**src/rtl/sd_wrr_sched_if.sv**
```systemverilog
// sd_wrr_sched_if: requester channels, weights and the shared output channel of sd_wrr_sched.
interface sd_wrr_sched_if #(
  parameter int inputs   = 4,
  parameter int width    = 8,
  parameter int wt_width = 4
);
  logic [inputs-1:0]          c_srdy;
  logic [inputs-1:0]          c_drdy;
  logic [inputs*width-1:0]    c_data;
  logic [inputs-1:0]          c_eop;
  logic [inputs*wt_width-1:0] cfg_weight;
  logic                       p_srdy;
  logic                       p_drdy;
  logic [width-1:0]           p_data;
  logic [inputs-1:0]          p_grant;
  modport master (
    output c_srdy, c_data, c_eop, cfg_weight, p_drdy,
    input  c_drdy, p_srdy, p_data, p_grant
  );
  modport slave (
    input  c_srdy, c_data, c_eop, cfg_weight, p_drdy,
    output c_drdy, p_srdy, p_data, p_grant
  );
endinterface

```
**src/rtl/sd_wrr_sched.sv**
```systemverilog
// sd_wrr_sched: weighted round-robin scheduler onto one registered srdy/drdy channel.
// Define SD_WRR_SCHED_EOP_LOCK_EN to lock grants to whole packets (credit counts packets).
module sd_wrr_sched #(
  parameter int inputs   = 4,
  parameter int width    = 8,
  parameter int wt_width = 4
) (
  input logic           clk,
  input logic           reset,
  sd_wrr_sched_if.slave bus
);
  localparam int iw = $clog2(inputs);
  typedef enum logic {IDLE, GRANT} state_t;
  state_t               state_q, state_d;
  logic [iw-1:0]        rr_q, rr_d, gnt_q, gnt_d, pick, gnt_nx;
  logic [wt_width-1:0]  credit_q, credit_d, wt;
  logic                 p_srdy_q, p_srdy_d;
  logic [width-1:0]     p_data_q, p_data_d;
  logic [inputs-1:0]    p_grant_q, p_grant_d, gnt_oh;
  logic                 hit, ok, xfer, dec, rel;
  // Walk downward so the requester closest to rr_q wins.
  always_comb begin
    hit = 1'b0;
    pick = '0;
    for (int i = inputs - 1; i >= 0; i--)
      if (bus.c_srdy[(int'(rr_q) + i) % inputs]) begin
        hit = 1'b1;
        pick = iw'((int'(rr_q) + i) % inputs);
      end
  end
  assign wt = bus.cfg_weight[pick*wt_width +: wt_width];
  assign gnt_oh = inputs'(1) << gnt_q;
  assign gnt_nx = gnt_q == iw'(inputs - 1) ? '0 : gnt_q + 1'b1;
  assign ok = state_q == GRANT && (!p_srdy_q || bus.p_drdy);
  assign xfer = ok && bus.c_srdy[gnt_q];
`ifdef SD_WRR_SCHED_EOP_LOCK_EN
  assign dec = xfer && bus.c_eop[gnt_q];
  assign rel = dec && credit_q == wt_width'(1);
`else
  logic unused_eop;
  assign unused_eop = ^bus.c_eop;
  assign dec = xfer;
  assign rel = (dec && credit_q == wt_width'(1)) || !bus.c_srdy[gnt_q];
`endif
  always_comb begin
    state_d = state_q;
    rr_d = rr_q;
    gnt_d = gnt_q;
    credit_d = credit_q;
    p_srdy_d = xfer || (p_srdy_q && !bus.p_drdy);
    p_data_d = xfer ? bus.c_data[gnt_q*width +: width] : p_data_q;
    p_grant_d = xfer ? gnt_oh : p_grant_q;
    if (state_q == IDLE) begin
      if (hit) begin
        state_d = GRANT;
        gnt_d = pick;
        credit_d = wt == '0 ? wt_width'(1) : wt;
      end
    end else begin
      if (dec) credit_d = credit_q - 1'b1;
      if (rel) begin
        state_d = IDLE;
        rr_d = gnt_nx;
      end
    end
  end
  always_ff @(posedge clk or posedge reset) begin
    if (reset) begin
      state_q <= IDLE;
      rr_q <= '0;
      gnt_q <= '0;
      credit_q <= '0;
      p_srdy_q <= 1'b0;
      p_data_q <= '0;
      p_grant_q <= '0;
    end else begin
      state_q <= state_d;
      rr_q <= rr_d;
      gnt_q <= gnt_d;
      credit_q <= credit_d;
      p_srdy_q <= p_srdy_d;
      p_data_q <= p_data_d;
      p_grant_q <= p_grant_d;
    end
  end
  assign bus.c_drdy = ok ? gnt_oh : '0;
  assign bus.p_srdy = p_srdy_q;
  assign bus.p_data = p_data_q;
  assign bus.p_grant = p_grant_q;
endmodule

```
**src/flat_wrapper.sv**
```systemverilog
// flat-port wrapper written by rule: the top's interface ports become plain ports
module sd_wrr_sched_flat 
#(
  parameter int inputs   = 4,
  parameter int width    = 8,
  parameter int wt_width = 4
)
  (clk, reset, bus_c_srdy, bus_c_data, bus_c_eop, bus_cfg_weight, bus_p_drdy, bus_c_drdy, bus_p_srdy, bus_p_data, bus_p_grant);
  sd_wrr_sched_if #(.inputs(inputs), .width(width), .wt_width(wt_width)) bus_i ();
  input logic clk;
  input logic reset;
  input wire logic [$bits(bus_i.c_srdy)-1:0] bus_c_srdy;
  input wire logic [$bits(bus_i.c_data)-1:0] bus_c_data;
  input wire logic [$bits(bus_i.c_eop)-1:0] bus_c_eop;
  input wire logic [$bits(bus_i.cfg_weight)-1:0] bus_cfg_weight;
  input wire logic [$bits(bus_i.p_drdy)-1:0] bus_p_drdy;
  output wire logic [$bits(bus_i.c_drdy)-1:0] bus_c_drdy;
  output wire logic [$bits(bus_i.p_srdy)-1:0] bus_p_srdy;
  output wire logic [$bits(bus_i.p_data)-1:0] bus_p_data;
  output wire logic [$bits(bus_i.p_grant)-1:0] bus_p_grant;
  assign bus_i.c_srdy = bus_c_srdy;
  assign bus_i.c_data = bus_c_data;
  assign bus_i.c_eop = bus_c_eop;
  assign bus_i.cfg_weight = bus_cfg_weight;
  assign bus_i.p_drdy = bus_p_drdy;
  assign bus_c_drdy = bus_i.c_drdy;
  assign bus_p_srdy = bus_i.p_srdy;
  assign bus_p_data = bus_i.p_data;
  assign bus_p_grant = bus_i.p_grant;
  sd_wrr_sched #(.inputs(inputs), .width(width), .wt_width(wt_width)) u_core (.clk(clk), .reset(reset), .bus(bus_i));
endmodule
```
**config.mk**
```make
export PLATFORM = sky130hd
export DESIGN_NAME = sd_wrr_sched_flat
export DESIGN_NICKNAME = d
export VERILOG_FILES = /design/src/rtl/sd_wrr_sched_if.sv /design/src/rtl/sd_wrr_sched.sv /design/src/flat_wrapper.sv
export SDC_FILE = /design/constraint.sdc
export NUM_CORES = 1
export LEC_CHECK = 0
export BUFFER_PORTS_ARGS = -buffer_cell sky130_fd_sc_hd__buf_2
export CELL_PAD_IN_SITES_DETAIL_PLACEMENT = 0
export CELL_PAD_IN_SITES_GLOBAL_PLACEMENT = 1
export CORE_MARGIN = 1.5
export CORE_UTILIZATION = 30
export CTS_CLUSTER_SIZE = 10
export DETAILED_ROUTE_END_ITERATION = 8
export HOLD_SLACK_MARGIN = 0.03
export MAX_ROUTING_LAYER = met4
export PLACE_DENSITY_LB_ADDON = 0.25
export SYNTH_ARGS = -nofsm -noshare
export SYNTH_HDL_FRONTEND = slang
export SYNTH_SLANG_ARGS = --single-unit
```
**constraint.sdc**
```tcl
create_clock -name clk -period 2 [get_ports clk]
set_input_delay 0.1 -clock clk [delete_from_list [all_inputs] [get_ports clk]]
set_output_delay 0.1 -clock clk [all_outputs]
set_load 0.05 [all_outputs]
```
# Word-level counts from Yosys, hierarchy flattened
# Index checks and enable logic that the tools add are counted.
dict set report totals {
  register_bits 22
  output_inout_bits 17
  wordCells 75
  in_bits 59
}
dict set report op_classes {
  addsub 5
  mux 30
  shift 3
  eq_ne 3
  magnitude_cmp 5
  reduce_logical 18
  bitwise_logic 4
}
# op count
set ops {}
lappend ops {{32-bit by 6-bit variable part select with 8-bit output} 1}
lappend ops {{4-bit 2-to-1 mux} 5}
lappend ops {{16-bit by 5-bit variable part select with 4-bit output} 1}
lappend ops {{1-bit 2-to-1 mux} 15}
lappend ops {{3-bit by 4-bit < comparator with 1-bit output (second input constant)} 3}
lappend ops {{1-bit binary-select mux with 2-bit select} 5}
lappend ops {{2-bit 2-to-1 mux} 5}
lappend ops {{2-bit by 3-bit < comparator with 1-bit output (second input constant)} 2}
lappend ops {{2-bit AND reduction} 3}
lappend ops {{2-bit OR reduction} 3}
lappend ops {{2-bit by 1-bit adder with 2-bit output (second input constant)} 2}
lappend ops {{2-bit adder (second input constant)} 2}
lappend ops {{4-bit by 1-bit equality test with 1-bit output (second input constant)} 1}
lappend ops {{1-bit logical AND} 4}
lappend ops {{4-bit logical NOT} 1}
lappend ops {{1-bit by 2-bit << shifter with 4-bit output (first input constant)} 1}
lappend ops {{4-bit by 1-bit subtractor with 4-bit output (second input constant)} 1}
lappend ops {{1-bit AND (first input constant)} 3}
lappend ops {{1-bit logical NOT} 3}
lappend ops {{1-bit logical OR} 3}
lappend ops {{2-bit equality test (second input constant)} 1}
lappend ops {{2-bit inequality test (second input constant)} 1}
lappend ops {{2-bit nonzero test} 1}
lappend ops {{1-bit inverter} 1}

# Logic depth before layout (Yosys ltp)
# Gate-level depths: netlist of run 1.
dict set report depth {
  depth_word 15
  depth_mapped 7
  depth_no_buf 6
}

# Worst setup path before layout of run 1
# No wires, ideal clock.
dict set report synth_timing {
  kind {register to register}
  startpoint {register u_core.gnt_q[0]}
  endpoint {register u_core.credit_q[0]}
  arrival_time_ns 1.902
  slack_ns -0.032
  path_stages_with_launch 8
  path_cell_list {dfrtp_1 -> mux4_2 -> and3_1 -> buf_2 -> nand2b_1 -> o21ai_0 -> or3_1 -> o31ai_2}
}
dict set report synth_via {
  elab_chain_len 5
}
# item line
set synth_rtl {}
lappend synth_rtl {{start, declared} sd_wrr_sched.sv:15} ;# logic [iw-1:0] rr_q, rr_d, gnt_q, gnt_d, pick, gnt_nx;
lappend synth_rtl {{start signal, assigned} sd_wrr_sched.sv:79} ;# gnt_q <= gnt_d;
lappend synth_rtl {{1-bit binary-select mux with 2-bit select} sd_wrr_sched.sv:35} ;# assign xfer = ok && bus.c_srdy[gnt_q];
lappend synth_rtl {{1-bit 2-to-1 mux (not written as such)} sd_wrr_sched.sv:35}
lappend synth_rtl {{1-bit logical AND} sd_wrr_sched.sv:35}
lappend synth_rtl {{2-bit inequality test (no line)} -}
lappend synth_rtl {{2-bit AND reduction (no line)} -}
lappend synth_rtl {{end signal, assigned} sd_wrr_sched.sv:80} ;# credit_q <= credit_d;
lappend synth_rtl {{end, declared} sd_wrr_sched.sv:16} ;# logic [wt_width-1:0] credit_q, credit_d, wt;
# No other way between the ends. The select of a mux whose other input is x is not followed.
# A chain may end at the register's enable or synchronous reset.

# Worst setup path after layout of run 1
dict set report layout_timing {
  startpoint {register u_core.rr_q[0]}
  endpoint {register u_core.credit_q[0]}
}
dict set report layout_via {
  elab_chain_len 13
  word_cells_on_any_way 29
  classes_between {add/sub: 3; shift: 1; mux: 22; reduce/logical: 3}
}
# item line
set layout_rtl {}
lappend layout_rtl {{start, declared} sd_wrr_sched.sv:15}
lappend layout_rtl {{start signal, assigned} sd_wrr_sched.sv:78} ;# rr_q <= rr_d;
lappend layout_rtl {{2-bit adder} {sd_wrr_sched.sv:26, sd_wrr_sched.sv:28}}
lappend layout_rtl {{1-bit binary-select mux with 2-bit select} sd_wrr_sched.sv:26} ;# if (bus.c_srdy[(int'(rr_q) + i) % inputs]) begin
lappend layout_rtl {{1-bit 2-to-1 mux (not written as such) (2 in a row)} sd_wrr_sched.sv:26}
lappend layout_rtl {{2-bit 2-to-1 mux (4 in a row)} sd_wrr_sched.sv:26}
lappend layout_rtl {{16-bit by 5-bit variable part select with 4-bit output} sd_wrr_sched.sv:31} ;# assign wt = bus.cfg_weight[pick*wt_width +: wt_width];
lappend layout_rtl {{4-bit logical NOT} sd_wrr_sched.sv:57} ;# credit_d = wt == '0 ? wt_width'(1) : wt;
lappend layout_rtl {{4-bit 2-to-1 mux} sd_wrr_sched.sv:57}
lappend layout_rtl {{4-bit 2-to-1 mux} sd_wrr_sched.sv:54} ;# if (hit) begin
lappend layout_rtl {{4-bit 2-to-1 mux} sd_wrr_sched.sv:53} ;# if (state_q == IDLE) begin
# Parallel ways exist; a longest one is shown, timed or not. The select of a mux whose other input is x is not followed.

==> flow_summary.toml, run 1 <==
[worst_hold_path]
min_path_type = "in2reg"
hold_start = "bus_p_drdy"
worstHoldPathCells = 3

[grt]
antenna_found_initial = 0
grt_max_degree = 23
grt_pass1_vias = 1303
grt_first_pass_wirelength_mm = 5.651
grt_use_total_pct = 13.79
grt-ovfl-total = 0

[pwr]
sw_frac_of_total_pct = 48.40
p_int_w = 0.001790
cellLeakagePower_nw = 1.072
p_sw_w = 0.001679
powerDensity_nw_per_um2 = 1616
power_frac_clock_pct = 9.2
p_comb_share_pct = 67.1
ir_drop_mv = 0.5400
power_frac_seq_pct = 23.7

[run]
drv_cap = 0

[route]
num_vias = 1427
postRouteAntennaNets = 0
drc = 0
drt-wirelength-per-cell_um = 13.14
dr.pass1.iters = 4
viasPerCell = 4.854
routed_wl_mm = 3.863
drt-initial-drc-count = 14

[die]
io_pins = 76
initial_core_util_pct = 31.61
dieArea_um2 = 5477
fp.dieW_um = 74.01
dieHeight_um = 74.01
rows = 25
coreArea_um2 = 4786

[worst_setup_path]
end_kind = "flip-flop"
max_stage_delay_ns = 0.58
path_class = "reg2reg"
r2r_start = "u_core.rr_q[0]"
timing.critical_path.to = "u_core.credit_q[0]"
crit_chain = "nor2b_2 -> or4_4 -> and2_4 -> mux2_4 -> o21a_1 -> o31ai_2"
start_kind = "flip-flop"
cp_slowest_cell = "or4_4"
crit_cells = 6
startpoint = "u_core.rr_q[0]"
reg2regPathDepth = 6
cp.required_ns = 2.18
r2r_slack_ns = 0.04
crit_arrival_ns = 2.14
r2r-end = "u_core.credit_q[0]"
crit_family = "simple AND/OR/NAND/NOR gates"
cp_num_buf_inv = 0
critPathMaxFanout = 5

[synthesis]
synthFlopType = "dfrtp_1"
synth_area_leaders = "dfrtp_1 36%, mux4_2 13%, mux2_2 6.7%, nand2_1 6.5%, ha_1 5.0%"
ys_ff_latch = 22
synth-async-reset-ratio_pct = 100.0
yosysTopAreaCellShare_pct = 36.39
synth_commonest_cells = "26 x nand2_1, 22 x dfrtp_1, 10 x and3_1"
synth_edf_count = 0
netlist_area_um2 = 1513
synthCells = 147
synth_nets = 212
synth_most_common_cell = "nand2_1"
yosys_warnings = 0
ys_types = 41
ys_seq_area_share_pct = 36.39
syn_avg_cell_area_um2 = 10.29
synth_top_area_cell = "dfrtp_1"

[cts]
clkLatencyLatePin_ns = 0.26
htreeDepth = 1
cts_tree = "built"
cts_buffers = 3
cts.path.max_buffers = 2
clk_transition_reported_paths_ns = 0.08
cts_root_buffer = "clkbuf_8"
clock_sinks = 22

[sta]
finalCriticalPeriod_ns = 1.964
fin_crit_sh_pct = 98.18
setup_viol = 0
slew_viol_final = 0
finClkSkew_ns = 0.004152
fmax_mhz = 509.3
tightestPinTransition_ns = 0.3375
finalHoldViolCount = 0
slew_headroom_pct = 77.50
rsz0062_at_grt = "true"

[outcome]
status = "finished, final reports clean"

[final_layout]
n_antenna_cell = 0
fin_cells = 294
finish.utilization_pct = 44.86
drive_above_1_share_pct = 54.63
fin_nets = 293
area_growth_pct = 41.94

[placed_design]
dp_cells = 285
place.port_buffers = 71
dp_hpwl_mm = 2.910
gp_congestion = 0.7176
## routing by layer
metal,wire length (um),track usage (%),vias up
met5,0,-,-
met4,17,2.469,0
met3,159,2.846,2
met2,1998,23.41,34
met1,1688,17.09,691
li1,-,-,700
## worst min-delay path, cell delays in order
cell	delay, ns
buf_2	0.07
nand2b_1	0.20
nand2_1	0.07
## worst min path at each step
stage	to	slack, ns
after floorplan	u_core.bus.p_data[0]	0.09
after global placement	u_core.credit_q[2]	0.16
after detailed placement	u_core.credit_q[2]	0.16
after CTS	u_core.bus.p_srdy	0.20
after global routing	u_core.bus.p_srdy	0.23
final	u_core.bus.p_srdy	0.22
## placed cells by master (no fill, tap or decap), types with 2 or more instances in the layout
cell,n
a211oi_2,4
buf_4,10
and3_4,2
or4b_4,2
or4_4,2
o21bai_1,2
o21ai_0,4
nor2b_1,3
mux2_2,9
buf_2,71
nor2_1,6
nand3_1,2
nand2_1,25
and3_1,10
clkbuf_8,4
dfrtp_1,22
a2111oi_4,2
ha_1,6
mux4_2,9
inv_1,6
nand2b_1,3
## kinds of logic (layout without fill, tap and decap cells)
| family | Yosys count | after routing | share of synthesized area [%] |
|---|---|---|---|
| simple gates | 63 | 65 | 21.75 |
| compound gates | 23 | 23 | 11.58 |
| flops | 22 | 22 | 36.39 |
| mux | 19 | 19 | 21.09 |
| buf+inv | 14 | 92 | 4.218 |
| fa+ha+maj | 6 | 6 | 4.963 |
## cell type report
class,count,area (um^2)
clock buffer,4,55.05
tap,67,83.83
multi-input combinational,113,994.7
inverter,6,22.52
fill,502,2639
timing repair buffer,82,440.4
sequential,22,550.5
## power by group through the flow
| stage | combinational [W] | sequential, W | clock [W] |
|---|---|---|---|
| 2_1_floorplan | 0.00123 | 0.00127 | 0 |
| 4_1_cts | 0.00221 | 0.000823 | 0.000337 |
| 3_3_place_gp | 0.00219 | 0.000827 | 0 |
| 6_report | 0.00233 | 0.000824 | 0.000318 |
| 5_1_grt | 0.00252 | 0.000853 | 0.000346 |
| 3_5_place_dp | 0.00219 | 0.000832 | 0 |
## timing repair
item / in CTS / in global routing
hold buffers: 1 / 0
gates resized for setup: 3 / 13
gates cloned: 0 / 2
pin swaps: 1 / 6
hold endpoints to repair: 22 / 0
setup buffers: 0 / 3
setup endpoints to repair: 3 / 3
## flip-flops by register name, indices dropped and copies added, names as in the netlist
signal,count
u_core.bus.p_data,8
u_core.bus.p_grant,4
u_core.bus.p_srdy,1
u_core.credit_q,4
u_core.gnt_q,2
u_core.rr_q,2
u_core.state_q,1
## through the flow
stage               power [W]  hold WS [ns]   TNS [ns]  area, um^2  setup WS, ns
floorplan            0.002495       0.08923          0        1513       0.03924
global placement     0.003017        0.1602   -0.02486        1971      -0.01504
detailed placement   0.003019        0.1574   -0.02318        1971      -0.02318
CTS                  0.003372        0.2043          0        2046      0.007973
global route         0.003718        0.2337  -0.003676        2147     -0.003676
finish               0.003469        0.2168          0        2147       0.03637
(Power assumes the default switching activity.)
==> inputs of run 2 (changes only) <==
PLACE_DENSITY_LB_ADDON = 0.1   (was 0.25)
==> flow_summary.toml, run 2 (synthesized netlist as in run 1, its figures left out) <==
[sta]
setup_viol = 0
rsz0062_at_grt = "true"
slew_headroom_pct = 75.78
fmax_mhz = 520.7
fin_crit_sh_pct = 96.03
tns_ns = 0
finalCriticalPeriod_ns = 1.921
tightestPinTransition_ns = 0.3600
finalHoldViolCount = 0
slew_viol_final = 0
finClkSkew_ns = 0.003000

[worst_setup_path]
end_kind = "flip-flop"
crit_arrival_ns = 2.06
cp.required_ns = 2.14
critPathMaxFanout = 9
path_class = "reg2reg"
start_kind = "flip-flop"
reg2regPathDepth = 6

[outcome]
status = "finished, final reports clean"

[die]
io_pins = 76
fp.dieW_um = 74.01
dieArea_um2 = 5477
coreArea_um2 = 4786
dieHeight_um = 74.01
rows = 25
initial_core_util_pct = 31.61

[worst_hold_path]
worstHoldPathCells = 3
min_path_type = "in2reg"

[cts]
htreeDepth = 1
cts_tree = "built"
post_cts_buffers = 0
clock_sinks = 22
cts_root_buffer = "clkbuf_8"
cts_buffers = 3
cts.path.max_buffers = 2
clk_transition_reported_paths_ns = 0.08
clkLatencyLatePin_ns = 0.26

[grt]
grt_use_total_pct = 15.49
grt_max_degree = 23
antenna_found_initial = 0
grt_pass1_vias = 1456
grt-ovfl-total = 0
grt_first_pass_wirelength_mm = 6.396

[final_layout]
largest_reg_flops = 8
final_cell_mix = "71 x buf_2, 26 x nand2_1, 22 x dfrtp_1"
n_antenna_cell = 0
area_growth_pct = 36.97
finish.utilization_pct = 43.29
final_common_cell = "buf_2"
drive_above_1_share_pct = 53.81
fin_nets = 289

[route]
drc = 0
postRouteAntennaNets = 0
drt-wirelength-per-cell_um = 13.74
num_vias = 1434
dr.pass1.iters = 4
viasPerCell = 4.945
drt-initial-drc-count = 54
routed_wl_mm = 3.985

[placed_design]
dp_hpwl_mm = 3.103
place.port_buffers = 71
gp_congestion = 0.7771

[pwr]
ir_drop_mv = 0.4721
cellLeakagePower_nw = 1.054
powerDensity_nw_per_um2 = 1635

[run]
drv_cap = 0
-- run 2: changes by cell type in the layout (fill, tap and decap cells not counted), moves of 2 or more --
cell,change
a2111oi_4,-2
and3_2,+3
and3_4,-2
buf_4,-2
-- run 2: what timing repair did --
item,CTS,global route
endpoints found under the setup margin,3,4
hold buffers,1,0
pin swaps,0,3
gates resized for setup,4,6
endpoints found under the hold margin,22,0
-- run 2: area by class of cell --
type / count / area (um^2)
tap: 67 / 83.83
inverter: 6 / 22.52
sequential: 22 / 550.5
clock buffer: 4 / 55.05
fill: 475 / 2714
timing repair buffer: 80 / 425.4
multi-input combinational: 111 / 934.6
-- run 2: worst paths after layout --
check / end / start / slack (ns)
min: u_core.state_q / bus_c_srdy[2] / 0.21
min reg2reg: u_core.bus.p_grant[0] / u_core.bus.p_grant[0] / 0.47
max in group asynchronous: u_core.credit_q[3] / reset / 1.34
max reg2reg: u_core.credit_q[1] / u_core.rr_q[0] / 0.08
min in group asynchronous: u_core.bus.p_grant[2] / reset / 0.43
max: u_core.credit_q[1] / u_core.rr_q[0] / 0.08
-- run 2: through the flow --
stage | cell area, um^2 | std cells | setup WS, ns | hold slack [ns] | power (W)
2_1_floorplan | 1513 | 147 | 0.03924 | 0.08923 | 0.002495
3_3_place_gp | 1971 | 285 | -0.008315 | 0.1567 | 0.002992
3_5_place_dp | 1971 | 285 | -0.05798 | 0.1647 | 0.003028
4_1_cts | 2054 | 290 | 0.007491 | 0.2011 | 0.003397
5_1_grt | 2072 | 290 | -0.02050 | 0.2639 | 0.003666
6_report | 2072 | 290 | 0.07941 | 0.2145 | 0.003387
-- run 2: routing by layer --
layer	share of wire [%]	GRT usage, %
met5	0	-
met4	1.3	6.173
met3	6.1	1.220
met2	46	27.08
met1	47	18.38
-- run 2: critical path: stages (launching register included) --
cell and delay (ns):
dfrtp_1 0.40, nor2b_1 0.08, or4b_4 0.54, and2_4 0.17, mux2_4 0.30, o211ai_1 0.20
a31oi_1 0.11
-- run 2: report_power, final --
| group | leakage (nW) | switching (W) | internal (W) |
|---|---|---|---|
| registers | 0.265 | 0.000164 | 0.000673 |
| clock network | 0.0288 | 0.000146 | 0.000176 |
| logic | 0.760 | 0.00135 | 0.000882 |
| total | 1.05 | 0.00166 | 0.00173 |
